--- config.mk ---
export PLATFORM = sky130hd
export DESIGN_NAME = ntt_stage_ctrl
export DESIGN_NICKNAME = d
export VERILOG_FILES = /design/src/rtl/ntt_ctrl_pkg.sv /design/src/rtl/ntt_ctrl_delay.sv /design/src/rtl/ntt_stage_ctrl.sv
export SDC_FILE = /design/constraint.sdc
export NUM_CORES = 1
export LEC_CHECK = 0
export CAP_MARGIN = 10
export CORE_ASPECT_RATIO = 1.2
export CORE_MARGIN = 10
export CORE_UTILIZATION = 52
export DETAILED_ROUTE_END_ITERATION = 10
export GPL_TIMING_DRIVEN = 0
export PLACE_DENSITY = 0.8
export SETUP_SLACK_MARGIN = 0.2
export SYNTH_ARGS = -nofsm -noshare
export SYNTH_HDL_FRONTEND = slang
export SYNTH_HIERARCHICAL = 1
export SYNTH_SLANG_ARGS = --single-unit
export TNS_END_PERCENT = 5
--- constraint.sdc ---
create_clock -name clk -period 3.7 [get_ports clk]
set_input_delay 0.555 -clock clk [delete_from_list [all_inputs] [get_ports clk]]
set_output_delay 0.555 -clock clk [all_outputs]
set_load 0.05 [all_outputs]
--- src/rtl/ntt_ctrl_pkg.sv ---
// ntt_ctrl_pkg: shared types and address arithmetic for the NTT stage sequencer.
//   ntt_state_t   - sequencer states (IDLE, RUN, DRAIN, DONE)
//   ntt_addr_t    - {addr0, addr1, tw} result of one butterfly address computation
//   ntt_addr_calc - butterfly address pair and twiddle index for stage s, index j
package ntt_ctrl_pkg;

    typedef enum logic [1:0] {
        IDLE  = 2'd0,
        RUN   = 2'd1,
        DRAIN = 2'd2,
        DONE  = 2'd3
    } ntt_state_t;

    // Fields are kept 32 bits wide so the function is independent of LOGN;
    // callers size-cast each field down to their port width.
    typedef struct packed {
        logic [31:0] addr0;
        logic [31:0] addr1;
        logic [31:0] tw;
    } ntt_addr_t;

    // Cooley-Tukey in-place butterfly addressing:
    //   k = j mod 2^s picks the position inside a group,
    //   g = j / 2^s picks the group; groups are 2^(s+1) apart,
    //   the lower leg sits 2^s above the upper leg,
    //   twiddle stride shrinks by 2 each stage.
    function automatic ntt_addr_t ntt_addr_calc(input logic [31:0] s,
                                                input logic [31:0] j,
                                                input logic [31:0] logn);
        ntt_addr_t   r;
        logic [31:0] k;
        logic [31:0] g;
        k       = j & ((32'd1 << s) - 32'd1);
        g       = j >> s;
        r.addr0 = (g << (s + 32'd1)) | k;
        r.addr1 = r.addr0 + (32'd1 << s);
        r.tw    = k << (logn - 32'd1 - s);
        return r;
    endfunction

endpackage

--- src/rtl/ntt_ctrl_delay.sv ---
// ntt_ctrl_delay: WIDTH x DEPTH shift register with a valid lane.
//   clk, reset - clock, synchronous active-high reset (clears valid and data)
//   en         - shift enable; when low every tap holds
//   in_valid   - valid bit entering tap 0
//   in_data    - payload entering tap 0
//   out_valid  - valid bit at the last tap (DEPTH cycles after entry)
//   out_data   - payload at the last tap
module ntt_ctrl_delay #(
    parameter int WIDTH = 8,
    parameter int DEPTH = 4
) (
    input  logic             clk,
    input  logic             reset,
    input  logic             en,
    input  logic             in_valid,
    input  logic [WIDTH-1:0] in_data,
    output logic             out_valid,
    output logic [WIDTH-1:0] out_data
);

    logic [DEPTH-1:0] valid_q;
    logic [WIDTH-1:0] data_q [DEPTH];

    always_ff @(posedge clk) begin
        if (reset) begin
            valid_q <= '0;
            for (int i = 0; i < DEPTH; i++) begin
                data_q[i] <= '0;
            end
        end else if (en) begin
            valid_q[0] <= in_valid;
            data_q[0]  <= in_data;
            for (int i = 1; i < DEPTH; i++) begin
                valid_q[i] <= valid_q[i-1];
                data_q[i]  <= data_q[i-1];
            end
        end
    end

    assign out_valid = valid_q[DEPTH-1];
    assign out_data  = data_q[DEPTH-1];

endmodule

--- src/rtl/ntt_stage_ctrl.sv ---
// ntt_stage_ctrl: sequencer for an in-place radix-2 Cooley-Tukey NTT over
// 2^LOGN coefficients. One butterfly is issued per cycle; a drain gap of
// PIPE_DELAY cycles separates stages so that the last write of a stage lands
// before the first read of the next.
//
// Optional feature macro: NTT_STALL_EN adds a 'stall' input that freezes the
// sequencer and the write-back delay pipe.
//
// Ports:
//   clk, reset         - clock, synchronous active-high reset
//   start              - begin a transform (only honoured in IDLE)
//   stall              - (NTT_STALL_EN only) freeze everything, mask strobes
//   busy               - high from the cycle after start through DONE
//   done               - one-cycle pulse after the final write-back
//   rd_en              - butterfly issue strobe
//   rd_addr0/rd_addr1  - upper/lower leg coefficient read addresses
//   tw_addr            - twiddle ROM address
//   seq_mode           - routing mode for the seq unit (stage parity)
//   stage              - current stage index
//   wr_en              - write-back strobe
//   wr_addr0/wr_addr1  - read addresses delayed by PIPE_DELAY
module ntt_stage_ctrl
    import ntt_ctrl_pkg::*;
#(
    parameter int LOGQ       = 17,
    parameter int LOGN       = 8,
    parameter int PIPE_DELAY = 4
) (
    input  logic                    clk,
    input  logic                    reset,
    input  logic                    start,
`ifdef NTT_STALL_EN
    input  logic                    stall,
`endif
    output logic                    busy,
    output logic                    done,
    output logic                    rd_en,
    output logic [LOGN-1:0]         rd_addr0,
    output logic [LOGN-1:0]         rd_addr1,
    output logic [LOGN-2:0]         tw_addr,
    output logic                    seq_mode,
    output logic [$clog2(LOGN)-1:0] stage,
    output logic                    wr_en,
    output logic [LOGN-1:0]         wr_addr0,
    output logic [LOGN-1:0]         wr_addr1
);

    localparam int SW = $clog2(LOGN);
    localparam int JW = LOGN - 1;
    localparam int CW = $clog2(PIPE_DELAY + 1);

    localparam logic [JW-1:0] J_LAST   = '1;
    localparam logic [SW-1:0] S_LAST   = SW'(LOGN - 1);
    localparam logic [CW-1:0] CNT_INIT = CW'(PIPE_DELAY - 1);

    if (LOGN < 2 || PIPE_DELAY < 1 || LOGQ < 1) begin : g_bad_param
        $error("ntt_stage_ctrl: LOGN must be >= 2, PIPE_DELAY >= 1, LOGQ >= 1");
    end

    // hold freezes sequencer and delay pipe; without the feature it is tied low.
    logic hold;
`ifdef NTT_STALL_EN
    assign hold = stall;
`else
    assign hold = 1'b0;
`endif

    ntt_state_t    state, state_next;
    logic [SW-1:0] s, s_next;
    logic [JW-1:0] j, j_next;
    logic [CW-1:0] cnt, cnt_next;

    // State register
    always_ff @(posedge clk) begin
        if (reset) begin
            state <= IDLE;
            s     <= '0;
            j     <= '0;
            cnt   <= '0;
        end else if (!hold) begin
            state <= state_next;
            s     <= s_next;
            j     <= j_next;
            cnt   <= cnt_next;
        end
    end

    // Next-state logic
    always_comb begin
        state_next = state;
        s_next     = s;
        j_next     = j;
        cnt_next   = cnt;
        case (state)
            IDLE: begin
                if (start) begin
                    state_next = RUN;
                    s_next     = '0;
                    j_next     = '0;
                end
            end
            RUN: begin
                if (j == J_LAST) begin
                    state_next = DRAIN;
                    cnt_next   = CNT_INIT;
                end else begin
                    j_next = j + JW'(1);
                end
            end
            DRAIN: begin
                if (cnt == '0) begin
                    if (s == S_LAST) begin
                        state_next = DONE;
                    end else begin
                        state_next = RUN;
                        s_next     = s + SW'(1);
                        j_next     = '0;
                    end
                end else begin
                    cnt_next = cnt - CW'(1);
                end
            end
            DONE: begin
                // start is deliberately not looked at here
                state_next = IDLE;
                s_next     = '0;
            end
            default: state_next = IDLE;
        endcase
    end

    // Output logic
    ntt_addr_t addr;

    always_comb begin
        addr     = ntt_addr_calc(32'(s), 32'(j), 32'(LOGN));
        busy     = (state != IDLE);
        done     = (state == DONE) && !hold;
        rd_en    = (state == RUN) && !hold;
        stage    = s;
        rd_addr0 = '0;
        rd_addr1 = '0;
        tw_addr  = '0;
        seq_mode = 1'b0;
        if (state == RUN) begin
            rd_addr0 = LOGN'(addr.addr0);
            rd_addr1 = LOGN'(addr.addr1);
            tw_addr  = (LOGN-1)'(addr.tw);
            seq_mode = s[0];
        end
    end

    // Write-back delay pipe: carries the issue strobe and address pair.
    logic              pipe_valid;
    logic [2*LOGN-1:0] pipe_data;

    ntt_ctrl_delay #(
        .WIDTH (2 * LOGN),
        .DEPTH (PIPE_DELAY)
    ) u_delay (
        .clk       (clk),
        .reset     (reset),
        .en        (!hold),
        .in_valid  (rd_en),
        .in_data   ({rd_addr0, rd_addr1}),
        .out_valid (pipe_valid),
        .out_data  (pipe_data)
    );

    assign wr_en    = pipe_valid && !hold;
    assign wr_addr0 = pipe_data[2*LOGN-1:LOGN];
    assign wr_addr1 = pipe_data[LOGN-1:0];

endmodule

After elaboration in Yosys (flattened, before gate mapping)
Memories as Yosys holds them, arrays and structs flattened.
Index checks and enable logic that the tools add are counted.
- flip-flop bits (word level): 19
- latch bits: 0
- RAM bits: 64
- bits in read-only memories: 0
- output and inout port bits: 47
- memories kept: 1
- add/sub/neg operators: 7
- $mul: 0
- divide/modulo/power cells: 0
- order comparisons: 0
- equality and inequality tests: 11
- shift-type cells: 4
- muxes and demuxes: 28
- bitwise operators: 6
- reductions and logical operators: 10
- memories (name ; depth ; bits a word ; read ports ; clocked after Yosys merged registers in ; wr ports ; line ; text):
    u_delay.data_q ; 4 ; 16 ; 4 ; 0 ; 4 ; ntt_ctrl_delay.sv:22 ; logic [WIDTH-1:0] data_q [DEPTH];
- operator list (operator ; count):
    $mux 16 ; 4
    $mux 7 ; 5
    $and 7x32->32 ; 1
    $shl 1x3->32 const A ; 1
    $shl 32x32->7 ; 1
    $shl 32x4->8 ; 1
    $shr 7x3->32 ; 1
    $sub 32x1->32 const B ; 1
    $pmux 7 s3 ; 1
    $mux 8 ; 2
    $mux 3 ; 5
    $ne 2x2->1 const B ; 5
    $pmux 3 s3 ; 1
    $add 8x8->8 ; 1
    $mux 2 ; 4
    $or 8x8->8 ; 1
    $pmux 2 s4 ; 1
    $add 7x1->7 const B ; 1
    $eq 7x7->1 const B ; 1
    $pmux 3 s2 ; 1
    $reduce_and 3->1 ; 2
    $reduce_bool 3->1 ; 2
    $reduce_and 5->1 ; 1
    $add 3x1->4 const B ; 1
    13 further kinds ; 21

Logic depth before layout (Yosys ltp)
- depth after elaboration: 7
- depth in mapped cells: 18
- mapped depth without buffers: 17

By module
Netlist, hierarchy kept.
- by module, submodules not included (module ; times used ; cells an instance ; area an instance (um2) ; sequential area each (um2)):
    ntt_ctrl_delay ; 1 ; 166 ; 2683.8 ; 2001.9
    ntt_stage_ctrl ; 1 ; 297 ; 2178.3 ; 300.3

Worst setup path before layout
OpenSTA, ideal clock, no wires.
- path type: flip-flop to output port
- start point: register s[0] (netlist: stage[0])
- end point: output rd_addr1[2]
- data arrival time: 4.554 ns
- path slack: -1.409 ns
- cell stages (with the launch flop): 12
- buffers on the path: 3
- cell sequence: dfxtp_1 > buf_6 > clkbuf_8 > clkinv_1 > ha_1 > clkbuf_1 > mux2i_1 > o21ai_0 > ha_1 > and2_1 > and4_1 > nor4_1
- longest elaborated chain between the ends: 6
- RTL lines (what ; line ; text):
    start: declaration ; ntt_stage_ctrl.sv:69 ; logic [SW-1:0] s, s_next;
    start signal: assignment ; ntt_stage_ctrl.sv:82 ; s <= s_next;
    $shl 1x3->32 ; ntt_ctrl_pkg.sv:36 ; r.addr1 = r.addr0 + (32'd1 << s);
    $sub 32x1->32 ; ntt_ctrl_pkg.sv:33 ; k = j & ((32'd1 << s) - 32'd1);
    $and 7x32->32 ; ntt_ctrl_pkg.sv:33 ;
    $or 8x8->8 ; ntt_ctrl_pkg.sv:35 ; r.addr0 = (g << (s + 32'd1)) | k;
    $add 8x8->8 * ; ntt_ctrl_pkg.sv:36 ;
    $mux 8 * ; ntt_stage_ctrl.sv:145 ; if (state == RUN) begin
    end: declaration ; ntt_stage_ctrl.sv:39 ; output logic [LOGN-1:0] rd_addr1,
Mark *: on every way between the ends. The rest lies on a longest branch, timed or not.

Worst setup path in the final report
- start point: register s[1] (netlist: stage[1])
- end point: output rd_addr1[4]
Same word-level chain as after synthesis.

==> impl_metrics.ini <==
[floorplan]
rows = 38
io_pins = 50
die_w_um = 108.3
core_mm2 = 0.009081
start_util = 0.5354
die_h_um = 125.9
dieArea_mm2 = 0.01363

[finish]
finalInstanceArea_mm2 = 0.006581
fillerInstances = 659
drive_gt1_frac = 0.3242
final_cell_mix = and2_1 (83), buf_4 (72), edfxtp_1 (64), clkdlybuf4s50_1 (28), nand2_1 (26)
diodes = 0
stdcell_count = 703
final_common_cell = and2_1
nets = 603
areaGrowthSynthToFinish_pct = 35.36

[global_route]
grt_remaining_overflow = 0
grt_pass1_wl_um = 19060
grt_max_degree = 65
grt_pass1_vias = 3899
grtUsageTotal = 0.1743
antenna_found_initial = 0

[sta]
setup_ws_ns = -0.4061
hold_viol = 0
tightest_slew_ns = 1.430
hold_ws_ns = 0.4708
setup_violations = 6
tns_ns = -2.103
relSlewSlack = 0.04657
finalClockSkew_ns = 0.01133
finalWorstPathRequiredPeriod_ns = 4.106
slew_viol_final = 0
rsz0062_at_grt = yes
fmaxAchievable_ghz = 0.2435
fin_crit_sh = 1.110

[detailed_routing]
drt-initial-drc-count = 187
postRouteAntennaNets = 0
drt-total-wl_um = 12220
drc_errors = 0
drtPass1Iterations = 5
vias = 3918
routed_via_density = 5.573
wl_per_cell_um = 17.38

[yosys]
synth_seq_cells = 83
yosys_warnings = 6
synth-edff-count = 64
async_reset_ff_frac = 0
synth_nets = 488
syn-instance-count = 463
synth_ff_type = edfxtp_1
syn_area_mm2 = 0.004862
seq_area_frac_synth = 0.4735
ys_types = 61
synth.avg_cell_area_um2 = 10.50

[placed_design]
dpl-instance-area_mm2 = 0.005682
dpl_worst_slack_ns = -1.139
place_congestion = 0.9328
io_buffers = 49
dp_hpwl_um = 8168
dp.cells = 632

[clock_tree]
clk-insertion-delay-late_ns = 0.37
cts_hold_buf = 0
cts_buffers = 9
clockBufferDepth = 2
cts_tree = done
ctsHtreeMaxLevel = 3
cts_root_buf = clkbuf_8
cts_sinks = 83
path_clk_slew_ns = 0.08

[worst_setup_path]
startpoint_type = flip-flop
critical_path_class = reg2out
cp.arrival_ns = 3.55
crit_path_end_kind = output port
cp_max_fo = 6
cp.required_ns = 3.14

[pwr]
p_per_area_mw_per_mm2 = 415.7
leakage_uw = 0.002674
peakVddDrop_mv = 0.3583

[flow_run]
cap_violations = 0

[hold_path]
hp-class = reg2reg

[status]
status = finished, violations left
failed_checks = negative setup slack
cells in the mapped netlist, types with 6 or more instances:
library cell | instances | share of area
o211ai_1 | 6 | 0.0093
o21ai_0 | 15 | 0.015
clkbuf_1 | 10 | 0.0077
a21oi_1 | 11 | 0.011
o22ai_1 | 6 | 0.0077
edfxtp_1 | 64 | 0.40
nor2_1 | 24 | 0.019
mux2i_1 | 15 | 0.031
inv_1 | 13 | 0.010
nor2b_1 | 6 | 0.0077
a22oi_1 | 6 | 0.0093
xnor2_1 | 6 | 0.011
nor3_1 | 10 | 0.010
buf_4 | 17 | 0.026
ha_1 | 22 | 0.057
buf_6 | 8 | 0.019
o21a_1 | 6 | 0.0093
a211oi_1 | 6 | 0.0093
nand2_1 | 27 | 0.021
dfxtp_1 | 19 | 0.078
and2_1 | 84 | 0.11
nand3_1 | 14 | 0.014
registers in the layout (all words and copies together) (netlist names):
| name | cells |
|---|---|
| u_delay/data_q | 64 |
| j | 7 |
| u_delay/valid_q | 4 |
| cnt | 3 |
| stage | 3 |
| state | 2 |
path summary, 6_finish.rpt:
| path | to | start | cells past startpoint | slack, ns |
|---|---|---|---|---|
| setup / recovery | rd_addr1[4] | stage[1]$_SDFFE_PP0P_ | 17 | -0.41 |
| hold / removal | cnt[0]$_SDFFE_PP0P_ | cnt[0]$_SDFFE_PP0P_ | 1 | 0.47 |
| setup reg to reg | u_delay/data_q[0][7]$_SDFFCE_PN0P_ | stage[0]$_SDFFE_PP0P_ | 18 | 0.23 |
| hold reg to reg | cnt[0]$_SDFFE_PP0P_ | cnt[0]$_SDFFE_PP0P_ | 1 | 0.47 |
logic make-up after synthesis:
kind of cell | synth area share
XOR/XNOR | 0.01621
buffers and inverters | 0.07385
AND/OR/NAND/NOR | 0.2208
flip-flops | 0.4735
AO/OA/AOI/OAI | 0.1096
adder cells (fa/ha/maj) | 0.05661
multiplexers | 0.04863
other | 0.0007713
metal layers:
layer / up-vias / global-route usage / share of wire
met5: - / 0 / 0
met4: 0 / 0.08625 / 0.030
met3: 35 / 0.04490 / 0.066
met2: 143 / 0.3094 / 0.53
met1: 1889 / 0.1848 / 0.37
li1: 1851 / - / -
per-stage QoR:
stage | power, µW | util
after floorplan | 1764 | -
after global placement | 1962 | 0.6257
after detailed placement | 1986 | 0.6257
after CTS | 2703 | 0.7090
after global routing | 2884 | 0.7247
final | 2736 | 0.7247
critical path, stage by stage, from the launching register on:
cell and delay [ns]:
dfxtp_4 0.36, clkbuf_16 0.16, clkinv_8 0.06, ha_4 0.14, nor2b_4 0.17, inv_2 0.07
ha_4 0.17, buf_4 0.14, xor2_2 0.17, nand2_1 0.11, o21ai_2 0.12, ha_4 0.26
and2_1 0.15, and4_4 0.21, o31a_1 0.27, o21a_1 0.22, nor3_4 0.22, buf_6 0.19
timing repair:
action,4_1_cts,5_1_grt
hold endpoints to repair,0,0
buffers inserted,46,9
resized for setup,123,37
pin swaps,29,17
endpoints found under the setup margin,27,18
final cells by class:
type | count | area (µm²) | share of cell area
clock buffers | 9 | 123.9 | 0.01882
well taps | 120 | 150.1 | 0.02281
clock inverters | 7 | 67.56 | 0.01027
inverters | 15 | 90.09 | 0.01369
flip-flops and latches | 83 | 2315 | 0.3517
multi-input cells | 322 | 2571 | 0.3907
repair buffers | 104 | 883.3 | 0.1342
plain buffers | 43 | 380.4 | 0.05779
power breakdown:
group	internal [µW]	total [µW]	switching, µW	leakage, µW
Sequential	1080	1120	36.1	0.000868
Combinational	375	972	597	0.00171
Clock	309	648	339	0.0000947
No activity file was read; power rests on OpenSTA's default activity.
